$ cat src/rtl/seg_scan.sv
// seg_scan: time-multiplexed driver for an 8-digit, common-anode, 7-segment display.
//
// Two-state scanner. In BLANK every anode is off for exactly BLANK_CYC cycles.
// It then enters SHOW and drives one digit until the next refresh tick.
// On SHOW entry the digit's nibble, decimal point, blank and blink bits and the
// blink phase are captured. The outputs stay fixed until the next tick.
// All outputs come straight from flops.
//
// Ports:
//   clk         system clock, rising edge
//   rst_n       asynchronous active-low reset
//   tick        refresh strobe; advances to the next digit (ignored in BLANK)
//   digits      eight hex nibbles, digit k in [4k+3:4k]
//   dp_en       per-digit decimal point request, active-high
//   blank_mask  per-digit force-off, active-high
//   blink_mask  per-digit blink enable, active-high
//   blink_tick  toggles the blink phase
//   an          anode enables, active-low
//   seg         cathodes {g,f,e,d,c,b,a}, active-low
//   dp          decimal-point cathode, active-low
//   digit_idx   digit being shown, or the one about to be shown
module seg_scan #(
  parameter int unsigned BLANK_CYC = 4
) (
  input  logic        clk,
  input  logic        rst_n,
  input  logic        tick,
  input  logic [31:0] digits,
  input  logic [7:0]  dp_en,
  input  logic [7:0]  blank_mask,
  input  logic [7:0]  blink_mask,
  input  logic        blink_tick,
  output logic [7:0]  an,
  output logic [6:0]  seg,
  output logic        dp,
  output logic [2:0]  digit_idx
);

  typedef enum logic [0:0] {StShow, StBlank} state_e;

  localparam logic [7:0] CntLast = 8'(BLANK_CYC - 1);

  state_e     state_q;
  logic [7:0] cnt_q;
  logic [2:0] idx_q;
  logic       phase_q;
  logic [7:0] an_q;
  logic [6:0] seg_q;
  logic       dp_q;

  logic [3:0] nibble;
  logic [6:0] seg_dec;
  logic       digit_off;
  logic [7:0] an_sel;

  assign nibble    = digits[{idx_q, 2'b00} +: 4];
  // Masked or in the "off" half of a blink: keep anodes off but still decode seg.
  assign digit_off = blank_mask[idx_q] | (blink_mask[idx_q] & phase_q);
  assign an_sel    = 8'hFF ^ (8'h01 << idx_q);

  always_comb begin
    seg_dec = 7'h7F;
    unique case (nibble)
      4'h0: seg_dec = 7'h40;
      4'h1: seg_dec = 7'h79;
      4'h2: seg_dec = 7'h24;
      4'h3: seg_dec = 7'h30;
      4'h4: seg_dec = 7'h19;
      4'h5: seg_dec = 7'h12;
      4'h6: seg_dec = 7'h02;
      4'h7: seg_dec = 7'h78;
      4'h8: seg_dec = 7'h00;
      4'h9: seg_dec = 7'h10;
      4'hA: seg_dec = 7'h08;
      4'hB: seg_dec = 7'h03;
      4'hC: seg_dec = 7'h46;
      4'hD: seg_dec = 7'h21;
      4'hE: seg_dec = 7'h06;
      4'hF: seg_dec = 7'h0E;
      default: seg_dec = 7'h7F;
    endcase
  end

  always_ff @(posedge clk or negedge rst_n) begin
    if (!rst_n) begin
      state_q <= StBlank;
      cnt_q   <= 8'd0;
      idx_q   <= 3'd0;
      phase_q <= 1'b0;
      an_q    <= 8'hFF;
      seg_q   <= 7'h7F;
      dp_q    <= 1'b1;
    end else begin
      // Phase runs in any state; it is only sampled on SHOW entry.
      if (blink_tick) phase_q <= ~phase_q;
      unique case (state_q)
        StShow: begin
          if (tick) begin
            state_q <= StBlank;
            idx_q   <= idx_q + 3'd1;
            cnt_q   <= 8'd0;
            an_q    <= 8'hFF;
            seg_q   <= 7'h7F;
            dp_q    <= 1'b1;
          end
        end
        StBlank: begin
          if (cnt_q == CntLast) begin
            state_q <= StShow;
            cnt_q   <= 8'd0;
            an_q    <= digit_off ? 8'hFF : an_sel;
            seg_q   <= seg_dec;
            dp_q    <= ~dp_en[idx_q];
          end else begin
            cnt_q <= cnt_q + 8'd1;
          end
        end
        default: state_q <= StBlank;
      endcase
    end
  end

  assign an        = an_q;
  assign seg       = seg_q;
  assign dp        = dp_q;
  assign digit_idx = idx_q;

endmodule
$ cat config.mk
export PLATFORM = sky130hd
export DESIGN_NAME = seg_scan
export DESIGN_NICKNAME = d
export VERILOG_FILES = /design/src/rtl/seg_scan.sv
export SDC_FILE = /design/constraint.sdc
export NUM_CORES = 1
export LEC_CHECK = 0
export CAP_MARGIN = 40
export CORE_UTILIZATION = 40
export DETAILED_ROUTE_END_ITERATION = 10
export GPL_TIMING_DRIVEN = 0
export PLACE_DENSITY = 0.77
export SYNTH_ARGS = -nofsm -noshare
export SYNTH_HDL_FRONTEND = slang
export SYNTH_SLANG_ARGS = --single-unit
$ cat constraint.sdc
create_clock -name clk -period 2.5 [get_ports clk]
set_input_delay 0.5 -clock clk [delete_from_list [all_inputs] [get_ports clk]]
set_output_delay 0.5 -clock clk [all_outputs]
set_load 0.01 [all_outputs]
# Word level (Yosys, flattened, before mapping)
# Memories as Yosys holds them, arrays and structs flattened.
# Index checks and enable logic that the tools add are counted.
# classes
add_sub_neg,2
mul,0
div_mod_pow,0
magnitude_cmp,1
eq_ne,3
shift,2
mux,22
n_bitwise,6
reduce_logical,2
# ops
cell,n
two-way mux 8 bit,5
one-hot mux 8 bit (2 select lines),2
variable part select 32 x 6 -> 4 bit,1
two-way mux 7 bit,2
one-hot mux 7 bit (2 select lines),1
binary-select mux 1 bit (select 3 bit),3
"adder 8 x 1 -> 8 bit, second input constant",1
"== test 8 x 2 -> 1 bit, second input constant",1
inverter 8 bit,1
"<< shifter 1 x 3 -> 8 bit, first input constant",1
two-way mux 1 bit,7
"less-than comparator 3 x 4 -> 1 bit, second input constant",1
one-hot mux 1 bit (2 select lines),2
AND reduction 2 bit,2
"adder 3 x 1 -> 3 bit, second input constant",1
inverter 1 bit,3
"!= test 2 x 1 -> 1 bit, second input constant",1
"!= test 2 bit, second input constant",1
bitwise AND 1 bit,1
bitwise OR 1 bit,1
# totals
register_bits,29
latch_bits,0
ramBits,0
romBits,112
in_bits,60
out_inout_bits,19
wordCells,46
n_memories,1
# mem_list
memory,depth,width,rd,rd_ports_with_merged_regs,write_ports,line_no,rtl
(no name shown),16,7,1,0,0,63,unique case (nibble)

# Logic depth before layout (Yosys ltp)
# depth
word_depth,7
depth_mapped,9
depth_no_buf,8

# Worst setup path before layout
# Ideal clock, no wire load.
# synth_timing
path_type,flip-flop to flip-flop
from,reg idx_q[1] (netlist: digit_idx[1])
to,reg seg_q[3] (netlist: seg[3])
setup_time_ps,83
arrival_ps,2357
t_required_ps,2417
slack_ps,60
stages_incl_launch_ff,9
path_buffers,1
synth_period_minus_slack_ps,2440
cell_sequence,dfrtp_1 > clkbuf_8 > mux4_1 > mux2i_1 > inv_1 > ha_1 > mux2_2 > mux2i_1 > a21oi_1
# synth_between
elab_chain_len,4
# synth_lines
element,line_no,rtl
start: declaration,45,logic [2:0] idx_q;
start signal: assignment,100,idx_q <= idx_q + 3'd1;
variable part select 32 x 6 -> 4 bit,56,"assign nibble = digits[{idx_q, 2'b00} +: 4];"
memory read (16 x 7 bit),--,
two-way mux 7 bit,108,if (cnt_q == CntLast) begin
one-hot mux 7 bit (2 select lines),96,unique case (state_q)
end signal: assignment,112,seg_q <= seg_dec;
end: declaration,48,logic [6:0] seg_q;
# Every way passes these cells. The select of a mux whose other input is x is not followed.
# A chain may end at the register's enable or synchronous reset.

# Worst setup path in the final report
# layout_timing
from,in digits[9]
to,reg seg_q[4] (netlist: seg[4])
# layout_between
elab_chain_len,4
# layout_lines
element,line_no,rtl
start: declaration,28,"input logic [31:0] digits,"
variable part select 32 x 6 -> 4 bit,56,
memory read (16 x 7 bit),--,
two-way mux 7 bit,108,
one-hot mux 7 bit (2 select lines),96,
# Every way passes these cells. The select of a mux whose other input is x is not followed.

==> summary.md <==
| Metric | Value |
|---|---|
| FILL cells | 384 |
| Vias per cell | 5.18 |
| Total core area | 0.00479 mm^2 |
| Remaining DRCs | 0 |
| Antenna Cells | 0 |
| CP Class | primary input to register |
| WL final | 4770 um |
| Pwr per Cell Area | 1090 mW/mm^2 |
| Synthesized cell area | 0.00202 mm^2 |
| Ys flop type | dfstp_2 |
| I/O Buffers | 78 |
| Final hold vios | 0 |
| Total gr overflow | 0 |
| Max incr delay on CP | 500 ps |
| Hold WC Path Type | register to register |
| Critical path endpoint category | register |
| # H-tree levels | 2 |
| Async S/R FF share, synth | 100% |
| Final setup vio count | 0 |
| Crit path DAT | 2540 ps |
| Leakage | 1.26 nW |
| Critical-path top delay cell | mux4_1 |
| Fin nets | 345 |
| CTS Sinks | 29 |
| DP Wirelength | 3850 um |
| Crit Path Max Fanout | 5 |
| CP Cell Sequence | clkdlybuf4s50_1 -> mux4_1 -> mux2_2 -> inv_2 -> ha_1 -> inv_1 -> or2_1 -> a31oi_1 |
| Vias in the first global route | 1791 |
| CP delay by family, top | multiplexers |
| Number of flops mapped to enable cells by yosys | 0 |
| Reg clk slew, reported paths | 60 ps |
| 1st-pass router iterations | 4 |
| Per-cell routed wire length | 14.0 um |
| CTS tree | done |
| Clock skew | 4.37 ps |
| Mean area per synthesized cell | 11.1 um^2 |
| Clk buf depth | 2 |
| Post-DRT Antenna Nets | 0 |
| Critical Path Source Type | primary input |
| Worst EP required | 2700 ps |
| DIE HEIGHT | 73.1 um |
| Fmax achieved | 427 MHz |
| Share of cells above drive strength 1 | 21.2% |
| Syn nets | 255 |
| Max Slew Vio Count | 0 |
| Sequential area share after synthesis | 36.9% |
| Top-area cell type share of the netlist area | 22.1% |
| Most frequent cell after synthesis | nor2_1 |
| Die Wd | 73.1 um |
| Root Buffer | clkbuf_8 |
| Hold_buf cts | 0 |
| Post-Route Hold Slack | 497 ps |
| Setup TNS | 0 ps |
| Top cells by area, synth | dfstp_2, dfrtp_1, mux4_2, ha_1, mux4_1 |
| Max-cap violations | 0 |
| Max transition margin | 46.2% |
| Register area | 748 um^2 |
| WP buf/inv | 3 |
| Most frequent cells after synthesis | nor2_1, dfstp_2, nand2_1, o21ai_0, ha_1 |
| Clk_lat worst skew | 270 ps |
| #FFs+latches synth | 29 |
| Fin crit period | 2340 ps |
| First-pass GRT wire length | 7980 um |
| Area of the multi-input gates | 0.00118 mm^2 |
| Least-Margin Pin Slew | 799 ps |
| VDD IR max | 505 uV |
| FP Rows | 25 |
| Status | finished, final reports clean |
| Post-synth cell types | 38 |
| DR vias | 1760 |
| Detailed router's first-iteration violation count | 116 |
| Initial Utilization | 42.3% |
| I/O pin total | 79 |
| Crit share post-route | 93.7% |
| RSZ-0062 raised after global routing | false |
| DIE AREA | 0.00535 mm^2 |
| Initial antenna violation count | 0 |
| Syn Inst Count | 182 |
| CTS Buf Count | 5 |
| Area grow syn2layout | 50.6% |
| GP Congestion | 0.876 |
| Largest net degree at the start of global routing | 20 |
| Area leader, netlist | dfstp_2 |
| Syn. warnings | 0 |
| Total track usage | 19.6% |
[power breakdown]
part           internal (mW)  leakage [nW]  total, mW  switching [mW]
Sequential             0.714         0.332      0.839           0.125
Combinational           1.10         0.873       2.07           0.972
Clock                  0.248        0.0542      0.416           0.167
Total                   2.07          1.26       3.33            1.26
[cells in the final DEF (no fill, tap or decap), types with 2 or more instances in the layout]
master,synthesis,final
a21oi_1,6,6
a31oi_1,5,5
and3_1,3,3
buf_2,2,2
buf_4,3,7
buf_6,3,3
clkbuf_1,2,2
clkbuf_8,1,8
clkdlybuf4s50_1,0,78
dfrtp_1,12,11
dfstp_2,17,17
ha_1,13,13
inv_1,6,5
inv_2,1,2
mux2_2,3,3
mux2i_1,8,7
mux4_1,5,5
mux4_2,8,8
nand2_1,14,14
nand2b_1,4,4
nand3_1,3,3
nand4_1,2,2
nor2_1,19,19
o21a_1,3,3
o21ai_0,14,14
o221ai_1,3,3
o22a_1,6,6
o22ai_1,2,2
xor2_1,4,4
[timing repair]
item                       CTS  global route
buffers inserted             2             2
resized for setup            2             2
setup endpoints to repair    7             5
pin swaps                    0             0
[worst paths after layout]
path                                    from        to  slack, ps  cells after the start
worst max-delay path               digits[9]    seg[4]        160                      8
worst min-delay path                  seg[2]    seg[2]        500                      2
max in group asynchronous              rst_n     an[6]       1360                      2
worst max register to register  digit_idx[1]    seg[4]        180                      8
worst min register to register        seg[2]    seg[2]        500                      2
min in group asynchronous              rst_n  cnt_q[7]        570                      1
[cells by family after synthesis]
group	count (synthesis)	synth area share [%]
simple gates	51	12.3
compound gates	41	13.3
flops	29	36.9
mux	25	21.7
buf+inv	18	5.62
fa+ha+maj	13	8.03
xor+xnor	5	2.16
[stage by stage]
step / setup WS, ps / area, um^2 / cells / power (mW) / util (%)
after global routing: 42.7 / 3050 / 340 / 3.58 / 63.7
after global placement: -437 / 2890 / 327 / 2.79 / 60.4
after detailed placement: -452 / 2900 / 328 / 2.83 / 60.7
after CTS: 7.08 / 3030 / 338 / 3.32 / 63.4
after floorplan: 60.0 / 2020 / 182 / 2.19 / -
final: 157 / 3050 / 340 / 3.33 / 63.7
[per-layer routing]
metal  vias up  part of all wire [%]  GRT usage [%]
met5         -                     0              0
met4         0                   1.2           5.45
met3         6                   4.9           4.97
met2        62                    50           33.0
met1       841                    44           24.8
li1        851                     -              -
[worst reg2reg max path, delay by kind of cell, from the launching register on]
kind	cells	cell delay [ps]
mux	2	890
compound gates	1	170
simple gates	1	230
flops	1	380
fa+ha+maj	1	220
buf+inv	3	360
[registers in the layout (all words and copies together), names as in the netlist]
register   cells
an             8
cnt_q          8
digit_idx      3
dp             1
phase_q        1
seg            7
state_q        1
[area by class of cell]
cell class	instances	share of cell area [%]
clock inverter	1	0.164
tap	67	2.75
sequential	29	24.5
timing repair buffer	83	27.1
inverter	7	0.862
multi-input combinational	135	38.6
clock buffer	7	3.16
buffer	11	2.87
Note: power is estimated with default switching activity, not from simulation.
